===== config.mk =====
export PLATFORM = sky130hd
export DESIGN_NAME = reaction_ctrl
export DESIGN_NICKNAME = d
export VERILOG_FILES = /design/src/rtl/reaction_pkg.sv /design/src/rtl/lfsr16.sv /design/src/rtl/reaction_ctrl.sv
export SDC_FILE = /design/constraint.sdc
export NUM_CORES = 1
export LEC_CHECK = 0
export ABC_CLOCK_PERIOD_IN_PS = 2630
export CORE_ASPECT_RATIO = 1.1
export CORE_MARGIN = 2
export CORE_UTILIZATION = 25
export DETAILED_ROUTE_END_ITERATION = 8
export GPL_ROUTABILITY_DRIVEN = 0
export GPL_TIMING_DRIVEN = 0
export PLACE_DENSITY = 0.5
export SETUP_SLACK_MARGIN = 0.02
export SLEW_MARGIN = 20
export SYNTH_ARGS = -nofsm -noshare
export SYNTH_HDL_FRONTEND = slang
export SYNTH_SLANG_ARGS = --single-unit
export TNS_END_PERCENT = 100

===== constraint.sdc =====
create_clock -name clk -period 2.63 [get_ports clk]
set_input_delay 0.526 -clock clk [delete_from_list [all_inputs] [get_ports clk]]
set_output_delay 0.526 -clock clk [all_outputs]
set_load 0.01 [all_outputs]

===== src/rtl/reaction_pkg.sv =====
// reaction_pkg: shared types and helpers for the reaction timer control path.
//   state_t          - control FSM states
//   ctrl_out_t       - packed bundle of the FSM's decoded outputs
//   LFSR_TAPS        - Galois tap mask for x^16+x^14+x^13+x^11+1
//   delay_w()        - width of the wait counter for a given parameter set
//   decode_outputs() - Moore output decode for a state
package reaction_pkg;

    typedef enum logic [2:0] {
        IDLE,
        ARM,
        WAIT,
        GO,
        DONE,
        EARLY,
        LATE
    } state_t;

    typedef struct packed {
        logic time_clr;
        logic time_en;
        logic led_go;
        logic early;
        logic late;
        logic result_valid;
        logic busy;
    } ctrl_out_t;

    localparam logic [15:0] LFSR_TAPS = 16'hB400;

    // Wide enough for DELAY_MIN plus the largest random extra wait.
    function automatic int unsigned delay_w(input int unsigned dmin,
                                            input int unsigned span_bits);
        return $clog2(dmin + (32'd1 << span_bits));
    endfunction

    function automatic ctrl_out_t decode_outputs(input state_t s);
        ctrl_out_t o;
        o = '0;
        case (s)
            IDLE:  o.time_clr = 1'b1;
            ARM: begin
                o.time_clr = 1'b1;
                o.busy     = 1'b1;
            end
            WAIT: begin
                o.time_clr = 1'b1;
                o.busy     = 1'b1;
            end
            GO: begin
                o.time_en = 1'b1;
                o.led_go  = 1'b1;
                o.busy    = 1'b1;
            end
            DONE:  o.result_valid = 1'b1;
            EARLY: begin
                o.early    = 1'b1;
                o.time_clr = 1'b1;
            end
            LATE:  o.late = 1'b1;
            default: o.time_clr = 1'b1;
        endcase
        return o;
    endfunction

endpackage


===== src/rtl/lfsr16.sv =====
// lfsr16: free-running 16-bit Galois LFSR (x^16+x^14+x^13+x^11+1).
// Only compiled when REACTION_CTRL_RANDOM_EN is defined; the fixed-delay
// build of reaction_ctrl has no use for it.
//   clk - system clock
//   rst - asynchronous active-high reset, loads SEED
//   q   - current LFSR state (never zero for a nonzero SEED)
`ifdef REACTION_CTRL_RANDOM_EN
module lfsr16
    import reaction_pkg::*;
#(
    parameter logic [15:0] SEED = 16'hACE1
) (
    input  logic        clk,
    input  logic        rst,
    output logic [15:0] q
);

    logic [15:0] lfsr_q;
    logic [15:0] lfsr_d;

    // Right-shifting Galois form: feedback bit is the LSB shifted out.
    always_comb begin
        lfsr_d = {1'b0, lfsr_q[15:1]};
        if (lfsr_q[0]) begin
            lfsr_d = lfsr_d ^ LFSR_TAPS;
        end
    end

    always_ff @(posedge clk or posedge rst) begin
        if (rst) begin
            lfsr_q <= SEED;
        end else begin
            lfsr_q <= lfsr_d;
        end
    end

    assign q = lfsr_q;

endmodule
`endif


===== src/rtl/reaction_ctrl.sv =====
// reaction_ctrl: control FSM for the human reaction timer. Arms on start,
// waits a (pseudo-random) number of ticks, lights GO and enables time_count
// until stop or time_late, then reports done / early / late.
// Build option: REACTION_CTRL_RANDOM_EN selects an LFSR-derived wait;
// otherwise the wait is fixed at DELAY_MIN + 2^(DELAY_SPAN_BITS-1).
//   clk, rst     - clock, asynchronous active-high reset
//   tick         - 1 kHz single-cycle enable
//   start, stop  - debounced single-cycle button pulses
//   time_late    - counter overflow flag from time_count
//   time_clr/en  - time_count clear / enable
//   led_go, early, late, result_valid, busy - status to lamp and display
module reaction_ctrl
    import reaction_pkg::*;
#(
    parameter int unsigned DELAY_MIN       = 1000,
    parameter int unsigned DELAY_SPAN_BITS = 11,
    parameter logic [15:0] LFSR_SEED       = 16'hACE1
) (
    input  logic clk,
    input  logic rst,
    input  logic tick,
    input  logic start,
    input  logic stop,
    input  logic time_late,
    output logic time_clr,
    output logic time_en,
    output logic led_go,
    output logic early,
    output logic late,
    output logic result_valid,
    output logic busy
);

    localparam int unsigned DELAY_W = delay_w(DELAY_MIN, DELAY_SPAN_BITS);

    state_t               state_q, state_d;
    logic [DELAY_W-1:0]   delay_cnt_q, delay_cnt_d;
    logic [DELAY_W-1:0]   delay_load;
    ctrl_out_t            out_q, out_d;

    // Wait length loaded in ARM.
`ifdef REACTION_CTRL_RANDOM_EN
    logic [15:0] lfsr_q;
    logic        unused_lfsr;

    lfsr16 #(
        .SEED (LFSR_SEED)
    ) u_lfsr (
        .clk (clk),
        .rst (rst),
        .q   (lfsr_q)
    );

    assign delay_load  = DELAY_W'(DELAY_MIN) + DELAY_W'(lfsr_q[DELAY_SPAN_BITS-1:0]);
    assign unused_lfsr = ^lfsr_q;
`else
    localparam int unsigned DELAY_FIXED = DELAY_MIN + ((32'd1 << DELAY_SPAN_BITS) >> 1);

    logic unused_seed;

    assign delay_load  = DELAY_W'(DELAY_FIXED);
    assign unused_seed = ^LFSR_SEED;
`endif

    // Next-state, wait counter and output decode.
    always_comb begin
        state_d     = state_q;
        delay_cnt_d = delay_cnt_q;
        case (state_q)
            IDLE, DONE, EARLY, LATE: begin
                if (start) begin
                    state_d = ARM;
                end
            end
            ARM: begin
                delay_cnt_d = delay_load;
                state_d     = WAIT;
            end
            WAIT: begin
                if (tick && (delay_cnt_q != '0)) begin
                    delay_cnt_d = delay_cnt_q - DELAY_W'(1);
                end
                // A press in the same cycle as expiry still counts as early.
                if (stop) begin
                    state_d = EARLY;
                end else if (delay_cnt_q == '0) begin
                    state_d = GO;
                end
            end
            GO: begin
                if (stop) begin
                    state_d = DONE;
                end else if (time_late) begin
                    state_d = LATE;
                end
            end
            default: state_d = IDLE;
        endcase
        // Registering the decode of the next state gives Moore timing with
        // glitch-free outputs.
        out_d = decode_outputs(state_d);
    end

    always_ff @(posedge clk or posedge rst) begin
        if (rst) begin
            state_q     <= IDLE;
            delay_cnt_q <= '0;
            out_q       <= decode_outputs(IDLE);
        end else begin
            state_q     <= state_d;
            delay_cnt_q <= delay_cnt_d;
            out_q       <= out_d;
        end
    end

    assign time_clr     = out_q.time_clr;
    assign time_en      = out_q.time_en;
    assign led_go       = out_q.led_go;
    assign early        = out_q.early;
    assign late         = out_q.late;
    assign result_valid = out_q.result_valid;
    assign busy         = out_q.busy;

endmodule


==> results.md, run 1 <==
* Largest net degree at the start of global routing at 22
* Clk_skew at between 0.002 and 0.0025 ns
* Ant diodes at 0
* GRT overflow at 0
* Clock power share at 0.153
* Hold buffers post-CTS at 0
* Layout cells sized above 1 at 0.1484
* Placed Instance Area at between 1000 and 1500 sq um
* Post-detail-place hpwl at 1.720 mm
* Clk Latency, worst-skew pair at 0.26 ns
* Clock transition at path regs at approximately 0.070 ns
* Tightest Hold Check Type: register to register
* Syn Inst Count at ~110
* Crit-path cells: clkdlybuf4s50_1 -> or3b_1 -> nor3_2 -> nand4_1 -> xor2_1 -> nand2_1
* Pre-CTS WS at ~0.28 ns
* Reg area at ~530 sq um
* Synth Cell Area at roughly 1200 sq um
* Pre-antenna DRT Iters at 4
* Critical path class: input pin to register
* Slowest-stage cell, CP: clkdlybuf4s50_1
* Worst slew pin tran at between 0.8 and 0.9 ns
* Multi-input logic area at between 500 and 600 sq um
* Worst Setup End Kind: register
* RSZ-0062 raised after global routing: no
* Min Tclk post-route at between 2 and 2.5 ns
* Switching part of the total at 0.3786
* Die Wd at 68.74 um
* I/O Buffers at 12
* FILL cells at about 470
* CP max FO at 5
* DRC at 0
* Worst Path Arrival at between 2 and 2.5 ns
* DR WL/cell at about 12 um
* CP peak stage delay at a little under 0.6 ns
* Initial core utilization at 0.2631
* Post-layout total power at 0.001363 W
* Yosys warns at 0
* Root Driver: clkbuf_8
* Yosys reg bits at 21
* Core area at about 4400 sq um
* Main area contributors after synthesis: dfrtp_1 (43%), mux2i_1 (5.2%), nor2_1 (3.9%), nand2_1 (2.9%), dfstp_2 (2.3%)
* Final setup TNS at 0 ns
* Int Pwr at ~0.00085 W
* Required @ worst endpoint at between 2 and 3 ns
* Startpoint class of the critical path: input pin
* Synth area leader: dfrtp_1
* Seq/Total Area, Yosys at 0.4571
* Worst Slack Setup Final at 0.5388 ns
* Post-CTS setup buffers at 0
* F_max at between 400 and 500 MHz
* GRT Total Usage at 0.09985
* Final core utilization at 0.3163
* Syn Nets at 120
* Leakage power at around 0.57 nW
* Vias in the first global route at between 800 and 900
* Cts bufs inserted at 3
* CTS tree: built
* First-pass GRT wire length at approximately 3.8 mm
* Via count at 840
* # IOs at 13
* DR vias/cell at about 4.6
* Flop pwr share at 0.371
* Post-CTS sizing at 0
* Initial antenna violation count at 0
* Die H at 75.21 um
* Mean Syn Cell Area at ~10 sq um
* Fin. max-slew vios at 0
* Fin nets at around 140
* Drt total wl at ~2.3 mm
* Design Area, Final at roughly 1400 sq um
* Share of the synthesized area in the top cell type at 0.4343
* Post-route ant nets at 0
* Max transition margin at 0.4649
* Power share of the combinational group at 0.476
* Tcrit/Tclk final at 0.7951
* Netlist cell types at between 40 and 50
* Outcome: finished, final reports clean
* Synthesis-to-finish area growth at 20.20%
* Die area at 5169 sq um
* Initial DRC Count at 28
* P_sw at ~0.00052 W
* Power per Cell Area at ~980 nW/um^2
* Max cap viols at 0
* Clock buffer depth at 2
* H-Tree Level Count at 1
* # rows at 25
* Max VDD drop at slightly below 400 uV
* Final Hold Vio Count at 0
* Setup Viol. Count Final at 0
* Clk sink count at 21
cell usage after synthesis, drive strengths merged:
| library cell | number |
|---|---|
| and3 | 2 |
| a211oi | 2 |
| nor4b | 2 |
| mux2 | 1 |
| a31oi | 1 |
| or4 | 1 |
| nor2b | 2 |
| a21boi | 1 |
| o31ai | 1 |
| xor2 | 2 |
| or3b | 1 |
| and4b | 1 |
| xnor2 | 2 |
| nand2b | 2 |
| dfrtp | 20 |
| nand2 | 9 |
| dfstp | 1 |
| nor3 | 3 |
| and4 | 1 |
| and2 | 1 |
| inv | 7 |
| ha | 2 |
| o21ai | 5 |
| buf | 5 |
| nor4 | 2 |
| nor3b | 1 |
| a21oi | 4 |
| nand4 | 3 |
| a22o | 1 |
| nand3 | 2 |
| or2 | 1 |
| nand4b | 3 |
| a211o | 1 |
| nor2 | 13 |
| mux2i | 6 |
logic make-up (layout without fill, tap and decap cells):
family	Yosys count	in the layout	share of synthesized area
xor+xnor	4	4	0.03041
flops	21	21	0.4571
compound gates	16	16	0.09013
simple gates	50	50	0.2877
buf+inv	12	28	0.05103
mux	7	7	0.06189
fa+ha+maj	2	2	0.02171
stage by stage:
stage,hold WS [ns],cells
3_3_place_gp,0.4979,178
6_report,0.5090,182
4_1_cts,0.5063,182
5_1_grt,0.5458,182
3_5_place_dp,0.4944,178
2_1_floorplan,0.4605,112
critical path: cells and delay by family:
kind / cells / cell delay, ns
AND/OR/NAND/NOR: 4 / 0.97
XOR/XNOR: 1 / 0.16
buffers and inverters: 1 / 0.58
power groups by stage:
stage / logic, W / clock network (W) / registers (W)
2_1_floorplan: 0.000426 / 0 / 0.000521
3_3_place_gp: 0.000640 / 0 / 0.000509
3_5_place_dp: 0.000659 / 0 / 0.000512
4_1_cts: 0.000661 / 0.000222 / 0.000506
5_1_grt: 0.000726 / 0.000231 / 0.000521
6_report: 0.000649 / 0.000209 / 0.000506
routing by layer:
layer  track usage  up-vias  routed length (um)
li1              -      423                   -
met5             0        -                   0
met2        0.1731       12                1144
met1        0.1181      401                1020
met4       0.01961        0                  19
met3       0.03737        4                  86
registers in the layout (all words and copies together) (netlist names):
register	cells
busy	1
time_clr	1
late	1
state_q	3
result_valid	1
led_go	1
delay_cnt_q	12
early	1
worst paths after layout:
check	from	endpoint	slack, ns	cells past startpoint
worst min register to register	delay_cnt_q[0]$_DFFE_PP0P_	delay_cnt_q[0]$_DFFE_PP0P_	0.51	1
worst max register to register	delay_cnt_q[0]$_DFFE_PP0P_	delay_cnt_q[8]$_DFFE_PP0P_	0.80	7
worst max-delay path	tick	delay_cnt_q[9]$_DFFE_PP0P_	0.54	6
min in group asynchronous	rst	delay_cnt_q[9]$_DFFE_PP0P_	0.71	2
max in group asynchronous	rst	delay_cnt_q[8]$_DFFE_PP0P_	1.42	2
worst min-delay path	delay_cnt_q[0]$_DFFE_PP0P_	delay_cnt_q[0]$_DFFE_PP0P_	0.51	1
area by class of cell:
| cell class | instances | share of cell area |
|---|---|---|
| Buffer | 5 | 0.02349 |
| Clock buffer | 4 | 0.03252 |
| Inverter | 7 | 0.01897 |
| Multi-Input combinational cell | 79 | 0.4092 |
| Sequential cell | 21 | 0.3803 |
| Tap cell | 54 | 0.04878 |
| Timing Repair Buffer | 12 | 0.08672 |
cells in the final DEF, fill, tap and decap left out, types with 2 or more instances in the layout:
cell,synthesis,routed
dfrtp_1,20,20
nand4_1,2,2
nor2_1,12,12
nand2b_1,2,2
nand2_1,9,9
nor3_1,2,2
and3_1,2,2
o21ai_0,4,4
clkbuf_8,0,3
a21oi_1,4,4
inv_1,7,7
clkdlybuf4s50_1,0,12
nand4b_1,3,3
xor2_1,2,2
ha_1,2,2
nand3_1,2,2
xnor2_1,2,2
mux2i_1,6,6
nor2b_1,2,2
buf_2,2,2
(Power assumes the default switching activity.)
==> run 2, diff against run 1 <==
ABC_CLOCK_PERIOD_IN_PS = 1700   (was 2630)
PLACE_DENSITY = 0.51   (was 0.5)
clock period = 1.7 ns   (was 2.63 ns; I/O delays follow)
==> run 2 against run 1 <==
  * Non-clock buffer count increased by 7
  * Combinational power is 88% higher
  * Sequential power grew 59%
  * Sequential share of layout area shrank 2.9 points
  * Clock-buffer cell count fell by 1
  * Clock power rose by 60%
  * Routed wire length increased by 11%
  * Setup slack lost 0.51 ns
  * Sequential cell count is the same
  * Clock skew hardly changed
  * Critical path depth increased by 2
==> results.md, run 2 (synthesized netlist as in run 1, its figures left out) <==
* Clk sink count at 21 (unchanged)
* Synthesis-to-finish area growth at 31.16%
* CP max FO at 3 (-2)
* Tightest Hold Check Type: input pin to async pin
* Max cap viols at 0 (unchanged)
* Drt total wl at 2.513 mm (+11%)
* Die Wd at 68.74 um (unchanged)
* I/O Buffers at 12 (unchanged)
* Startpoint class of the critical path: register
* Vias in the first global route at 915 (+11%)
* Initial core utilization at 0.2631 (unchanged)
* Fin nets at 144 (+5.1%)
* Worst slew pin tran at 0.8042 ns (+0.002396 ns)
* Worst Path Arrival at 1.81 ns (-0.41 ns)
* Commonest non-fill, non-tap cell in the layout: dfrtp_1
* Hold buffers post-CTS at 0 (unchanged)
* GRT overflow at 0 (unchanged)
* Hold Worst Slack at 0.5246 ns (+0.01554 ns)
* CTS tree: built
* Filler-free cell count of the finished design at 189 (+3.8%)
* Max transition margin at 0.4633 (-0.001599)
* Ant diodes at 0 (unchanged)
* Dpl cells at 178 (unchanged)
* Initial DRC Count at 38 (+36%)
* Via count at 874 (+4.0%)
* DR WL/cell at 13.30 um (+6.5%)
* First-pass GRT wire length at 4.360 mm (+15%)
* Min Tclk post-route at 1.670 ns
* Post-route ant nets at 0 (unchanged)
* Post-layout total power at 0.002359 W (+73%)
* Die H at 75.21 um (unchanged)
* RSZ-0062 raised after global routing: yes
* Worst Reg-to-Reg Cells at 8 (+1)
* Clock buffer depth at 2 (unchanged)
* Biggest register: delay_cnt_q
* Worst Setup End Kind: register
* F_max at roughly 600 MHz
* RR Startpoint: delay_cnt_q[1]$_DFFE_PP0P_
* Post-detail-place hpwl at 1.738 mm (+1.1%)
* Final Hold Vio Count at 0 (unchanged)
* CP Launch Point: delay_cnt_q[1]$_DFFE_PP0P_
* Layout cells sized above 1 at 0.3037 (+0.1553)
* Clk_skew at 0.002027 ns (-0.00002168 ns)
* Required @ worst endpoint at 1.84 ns (-0.92 ns)
* Core area at 4379 sq um (unchanged)
* Final core utilization at 0.3451 (+0.02886)
* # rows at 25 (unchanged)
* Tcrit/Tclk final at 0.9821
* Critical path class: register to register
* # IOs at 13 (unchanged)
* Max VDD drop at 753.0 uV (+90%)
* Largest net degree at the start of global routing at 22 (unchanged)
* Root Driver: clkbuf_8
* Fin. max-slew vios at 0 (unchanged)
* H-Tree Level Count at 1 (unchanged)
* Clk Latency, worst-skew pair at 0.26 ns (about the same)
* Max reg flops at 12 (unchanged)
* Setup Viol. Count Final at 0 (unchanged)
* Most frequent cells in the layout: dfrtp_1 (17), nor2_1 (11), clkdlybuf4s50_1 (10)
* Outcome: finished, final reports clean
* Biggest regs: delay_cnt_q: 12 flops, state_q: 3 flops
* DRC at 0 (unchanged)
* Cts bufs inserted at 3 (unchanged)
* Die area at 5169 sq um (unchanged)
* Clock transition at path regs at 0.08 ns (about the same)
* DR vias/cell at 4.624 (+0.19%)
* Pre-antenna DRT Iters at 4 (unchanged)
* Power per Cell Area at 1560 nW/um^2 (+59%)
* Initial antenna violation count at 0 (unchanged)
* GRT Total Usage at 0.1135 (+0.01367)
* Leakage power at 0.6322 nW (+10%)
## run 2: path summary, 6_finish.rpt
path	slack, ns	end
setup / recovery	0.03	delay_cnt_q[10]$_DFFE_PP0P_
hold / removal	0.52	early$_DFF_PP0_
setup reg to reg	0.03	delay_cnt_q[10]$_DFFE_PP0P_
hold reg to reg	0.55	delay_cnt_q[10]$_DFFE_PP0P_
max in group asynchronous	0.62	delay_cnt_q[4]$_DFFE_PP0P_
min in group clk	0.55	delay_cnt_q[10]$_DFFE_PP0P_
## run 2: final cells by class
type                       instances  area, sq um
fill                             459         2868
multi-input combinational         79        631.9
sequential                        21        530.5
timing repair buffer              20        181.4
tap                               54        67.56
clock buffer                       3        41.29
buffer                             4        27.53
inverter                           7        26.28
clock inverter                     1        5.005
## run 2: where the power goes
part / internal, W / leakage [nW] / switching (W)
clock network: 0.000163 / 0.0255 / 0.000171
registers: 0.000675 / 0.240 / 0.000132
logic: 0.000611 / 0.367 / 0.000606
## run 2: per-stage QoR
| stage | cell area [sq um] | setup TNS [ns] | setup WS, ns |
|---|---|---|---|
| 6_report | 1511 | 0 | 0.03036 |
| 5_1_grt | 1511 | -0.4461 | -0.09766 |
| 4_1_cts | 1473 | -0.03721 | -0.02514 |
| 3_5_place_dp | 1340 | -3.185 | -0.4426 |
| 3_3_place_gp | 1340 | -2.695 | -0.4585 |
| 2_1_floorplan | 1152 | 0 | 0.08790 |
## run 2: routing by layer
| layer | vias to the layer above | track usage | part of all wire |
|---|---|---|---|
| li1 | 436 | - | - |
| met5 | - | 0 | 0 |
| met2 | 16 | 0.1891 | 0.50 |
| met1 | 420 | 0.1445 | 0.45 |
| met4 | 0 | 0.01307 | 0.0032 |
| met3 | 2 | 0.04335 | 0.049 |
## run 2: critical path, cell delays in order (launching register included)
cell     delay, ns
dfrtp_1       0.40
inv_2         0.07
ha_2          0.16
nor4b_4       0.25
and4b_4       0.33
buf_6         0.11
nor4b_4       0.04
xnor2_1       0.14
nand2_1       0.06
## run 2: what timing repair did
| action | 4_1_cts | 5_1_grt |
|---|---|---|
| setup endpoints to repair | 19 | 16 |
| pin swaps | 7 | 10 |
| gates resized for setup | 11 | 14 |
| setup buffers | 6 | 2 |
==> RTL change 1, RTL diff (settings of run 1) <==
Build with the macro `REACTION_CTRL_RANDOM_EN` defined.
--- a/src/rtl/lfsr16.sv
+++ b/src/rtl/lfsr16.sv
@@ -4,6 +4,8 @@
 //   clk - system clock
 //   rst - asynchronous active-high reset, loads SEED
 //   q   - current LFSR state (never zero for a nonzero SEED)
+`define REACTION_CTRL_RANDOM_EN
+
 `ifdef REACTION_CTRL_RANDOM_EN
 module lfsr16
     import reaction_pkg::*;
Behaviour: same outputs for any inputs over 10 cycles, from zero or initial values and one cycle with rst high; that may be too few to reach the edited logic, so the function may still have changed.
==> RTL change 1 against run 1 <==
- cell area is 60% higher
- maximum frequency is 14% lower
- cell count is 55% higher
- synthesized area is 62% higher
- hold slack worse by 150 ps
- largest cell class is now sequential cells
- highest routed layer unchanged
- power is 60% higher
- via count is 75% higher
- setup slack worse by 350 ps
- global-route usage is 0.99 points higher
- routed wire length is 81% higher
- critical endpoint is now delay_cnt_q[1]
- sequential cell count is 16 higher
- die area is 58% higher
- core utilization is 1.5 points lower
==> RTL change 1: results (changes against run 1) <==
[grt]
grt_pass1_wl_mm = 6.955  ; was 3.795 mm
largest_net_degree_at_the_start_of_global_routing = 21  ; was 22
grt.met2_usage_pct = 17.18  ; was 17.31%
first_global_vias = 1444  ; was 821

[logic_synthesis]
syn_nets = 183  ; was 120
synth.cells.most_frequent = sky130_fd_sc_hd__dfrtp_1, sky130_fd_sc_hd__a21oi_1, sky130_fd_sc_hd__clkbuf_1  ; was sky130_fd_sc_hd__dfrtp_1, sky130_fd_sc_hd__nor2_1, sky130_fd_sc_hd__nand2_1
synth_largest_type_area_fraction_pct = 37.61  ; was 43.43%
synth_mux_area_share_pct = 0.6044  ; was 6.189%
number_of_distinct_library_cells_after_synthesis = 58  ; was 45

[power]
power.switching_uw = 883.6  ; was 516.2 uW

[worst_hold_path]
min_delay_worst_endpoint = u_lfsr.q[11]  ; was delay_cnt_q[0]
min-delay-start = u_lfsr.q[12]  ; was delay_cnt_q[0]

[routing]
detailroute.via_count = 1466  ; was 840
detail_route.wirelength.met1_mm = 1.961  ; was 1.020 mm

[critical_path]
regToRegSetupSlack_ps = 190  ; was 800 ps
critical_path_arrival_ps = 2620  ; was 2220 ps
crit_path_max_fanout = 10  ; was 5
timing.reg2reg.worst_path_depth = 6  ; was 7
critical-path-max-stage-delay_ps = 670  ; was 580 ps

[placed_design]
placed_area_um2 = 2120  ; was 1340 um2
pre_cts_slack_ps = 154.2  ; was 276.6 ps
detailed_place_hpwl_mm = 2.886  ; was 1.720 mm

[clock_network]
clkLatencyLatePin_ps = 290  ; was 260 ps
htreeDepth = 2  ; was 1

[status]
status = completed  ; unchanged

[finish]
share_of_post_route_cells_with_drive_strength_above_1_pct = 18.46  ; was 14.84%

[timing]
whs_ps = 356.7  ; was 509.0 ps
worst-slew-pin-transition_ps = 663.7  ; was 801.8 ps

-- RTL change 1: cell types whose count changed in the layout (fill, tap and decap cells not counted), moves of 4 or more --
cell	before	now
sky130_fd_sc_hd__mux2i_1	6	0
sky130_fd_sc_hd__or4_1	1	5
sky130_fd_sc_hd__clkbuf_1	1	9
sky130_fd_sc_hd__a31oi_1	1	6
sky130_fd_sc_hd__dfstp_2	1	9
sky130_fd_sc_hd__dfrtp_1	20	28
sky130_fd_sc_hd__o21ai_0	4	9
sky130_fd_sc_hd__nor2_1	12	7
sky130_fd_sc_hd__a21oi_1	4	13
-- RTL change 1: cells by family after synthesis --
group | count (synthesis)
simple gates | 51
fa+ha+maj | 2
xor+xnor | 6
mux | 1
flops | 37
buf+inv | 20
compound gates | 58
-- RTL change 1: area by class of cell --
class                   count  area (um2)  area share, %
multi-input cells         118       847.1          38.31
clock buffers               5       68.82          3.113
flip-flops and latches     37       937.1          42.39
inverters                   7       26.28          1.188
well taps                  87       108.9          4.924
repair buffers             13       147.6          6.678
clock inverters             3       17.52         0.7923
plain buffers              12       57.56          2.603
-- RTL change 1: power by group through the flow --
stage,logic (uW),clock network [uW],registers (uW)
5_1_grt,1110,432,799
3_3_place_gp,998,0,787
3_5_place_dp,1000,0,788
4_1_cts,1000,409,779
2_1_floorplan,697,0,785
6_report,1010,392,781
-- RTL change 1: worst max path at each step --
stage                     cells past startpoint        endpoint  slack [ps]           start
after global placement                        7  delay_cnt_q[1]         150  delay_cnt_q[0]
after floorplan                               7  delay_cnt_q[1]         480  delay_cnt_q[0]
after CTS                                     7  delay_cnt_q[1]         120  delay_cnt_q[0]
final                                         6  delay_cnt_q[1]         190  delay_cnt_q[0]
after global routing                          6  delay_cnt_q[1]          40  delay_cnt_q[0]
after detailed placement                      7  delay_cnt_q[1]         150  delay_cnt_q[0]
==> RTL change 2, RTL diff (config.mk and constraints of run 1) <==
Made on the original files. The 7 states of `state_t` get a one-hot encoding in 7 bits.
--- a/src/rtl/reaction_pkg.sv
+++ b/src/rtl/reaction_pkg.sv
@@ -6,14 +6,14 @@
 //   decode_outputs() - Moore output decode for a state
 package reaction_pkg;
 
-    typedef enum logic [2:0] {
-        IDLE,
-        ARM,
-        WAIT,
-        GO,
-        DONE,
-        EARLY,
-        LATE
+    typedef enum logic [6:0] {
+        IDLE  = 7'b0000001,
+        ARM   = 7'b0000010,
+        WAIT  = 7'b0000100,
+        GO    = 7'b0001000,
+        DONE  = 7'b0010000,
+        EARLY = 7'b0100000,
+        LATE  = 7'b1000000
     } state_t;
 
     typedef struct packed {
Check against the original RTL: no difference found for any inputs over 10 cycles, from zero or initial values and one cycle with rst high; not proved beyond that.
==> RTL change 2 against run 1 <==
- clock skew grew 2.4 ps
- synthesized area grew 14%
- cell area is 11% higher
- first-iteration DRC count is 29% higher
- sequential cell count rose by 4
- die area increased by 13%
- sequential power is 1% higher
- setup slack worse by 4.8 ps
- count of clock-buffer cells in the layout shrank 1
- non-clock buffer count did not move
- cell count is 7.7% higher
- largest cell class is now sequential cells
- routed wire length rose by 14%
- power shrank 17%
- highest routed layer unchanged
- sequential share of layout area is 2.8 points higher
==> RTL change 2: results (changes against run 1) <==
[critical_path]
regToRegSetupSlack_ps = 530  ; was 800 ps
crit_path_max_fanout = 8  ; was 5
critical_path_arrival_ps = 2280  ; was 2220 ps
critical-path-max-stage-delay_ps = 530  ; was 580 ps

[finish]
multi_input_area_share_pct = 39.87  ; was 40.92%
reg_top3 = delay_cnt_q (12), state_q (7)  ; was delay_cnt_q (12), state_q (3)
final_net_count = 147  ; was 137
clock_buffers = 3  ; was 4
inverters = 5  ; was 7
share_of_post_route_cells_with_drive_strength_above_1_pct = 13.77  ; was 14.84%
clockNetworkAreaShare_pct = 3.011  ; was 3.252%
multi_input_gates = 87  ; was 79
layout.area.seq_um2 = 628.1  ; was 526.8 um2
bufAreaShareNonClock_pct = 10.33  ; was 11.02%
final.fill_count = 513  ; was 471

[timing]
whs_ps = 492.3  ; was 509.0 ps
finalClockSkew_ps = 4.431  ; was 2.048 ps
worst-slew-pin-transition_ps = 912.3  ; was 801.8 ps

[power]
max-vdd-ir-drop_mv = 0.3703  ; was 0.3953 mV
power_leakage_uw = 0.0005652  ; was 0.0005746 uW

[logic_synthesis]
synth_top_cells_by_area = sky130_fd_sc_hd__dfrtp_1, sky130_fd_sc_hd__xor2_1, sky130_fd_sc_hd__dfstp_2  ; was sky130_fd_sc_hd__dfrtp_1, sky130_fd_sc_hd__mux2i_1, sky130_fd_sc_hd__nor2_1
syn_nets = 131  ; was 120
number_of_distinct_library_cells_after_synthesis = 37  ; was 45
synth.cells.most_frequent = sky130_fd_sc_hd__dfrtp_1, sky130_fd_sc_hd__xor2_1, sky130_fd_sc_hd__nand2_1, sky130_fd_sc_hd__nand3_1, sky130_fd_sc_hd__nor2_1  ; was sky130_fd_sc_hd__dfrtp_1, sky130_fd_sc_hd__nor2_1, sky130_fd_sc_hd__nand2_1
synth-seq-area-share_pct = 47.99  ; was 45.71%

[placed_design]
placement.io_buffers = 11  ; was 12
detailed_place_hpwl_mm = 1.916  ; was 1.720 mm

[clock_network]
sinks_on_the_clock_net = 25  ; was 21

[grt]
gr-usage-all-layers_pct = 10.07  ; was 9.985%
largest_net_degree_at_the_start_of_global_routing = 26  ; was 22

[routing]
route.final.wire_length_mm = 2.584  ; was 2.272 mm
detailroute.via_count = 978  ; was 840

[status]
status = completed  ; unchanged

-- RTL change 2: per-stage QoR --
step / setup WS, ps / area [um2] / cells / util [%]
2_1_floorplan: 787.6 / 1309 / 123 / -
3_3_place_gp: 574.7 / 1491 / 192 / 29.63
3_5_place_dp: 528.7 / 1491 / 192 / 29.63
4_1_cts: 516.1 / 1538 / 196 / 30.55
5_1_grt: 315.2 / 1538 / 196 / 30.55
6_report: 534.0 / 1538 / 196 / 30.55
-- RTL change 2: where the power goes --
part | switching, uW | internal (uW)
Clock | 121 | 106
Combinational | 226 | 171
Sequential | 61.3 | 451
Total | 408 | 728
-- RTL change 2: cells by family (layout without fill, tap and decap cells) --
family / Yosys count / count (layout) / synth area share, %
AND/OR/NAND/NOR: 57 / 57 / 28.30
flip-flops: 25 / 25 / 47.99
AO/OA/AOI/OAI: 19 / 19 / 10.61
buffers and inverters: 11 / 26 / 5.162
XOR/XNOR: 9 / 9 / 6.023
adder cells (fa/ha/maj): 2 / 2 / 1.912
-- RTL change 2: worst paths after layout --
check	startpoint	to	cells past startpoint
max in group asynchronous	rst	state_q[2]	2
worst min-delay path	delay_cnt_q[11]	delay_cnt_q[11]	1
worst min register to register	delay_cnt_q[11]	delay_cnt_q[11]	1
min in group asynchronous	rst	led_go	2
worst max-delay path	delay_cnt_q[0]	time_clr	7
worst max register to register	delay_cnt_q[0]	time_clr	7
-- RTL change 2: metal layers --
metal	wire length [um]	vias up	share of wire, %	GRT usage (%)
met4	40	0	1.5	4.074
met2	1351	10	52	17.48
met1	1137	483	44	12.15
met3	54	4	2.1	1.641
li1	-	481	-	-
met5	0	-	0	0
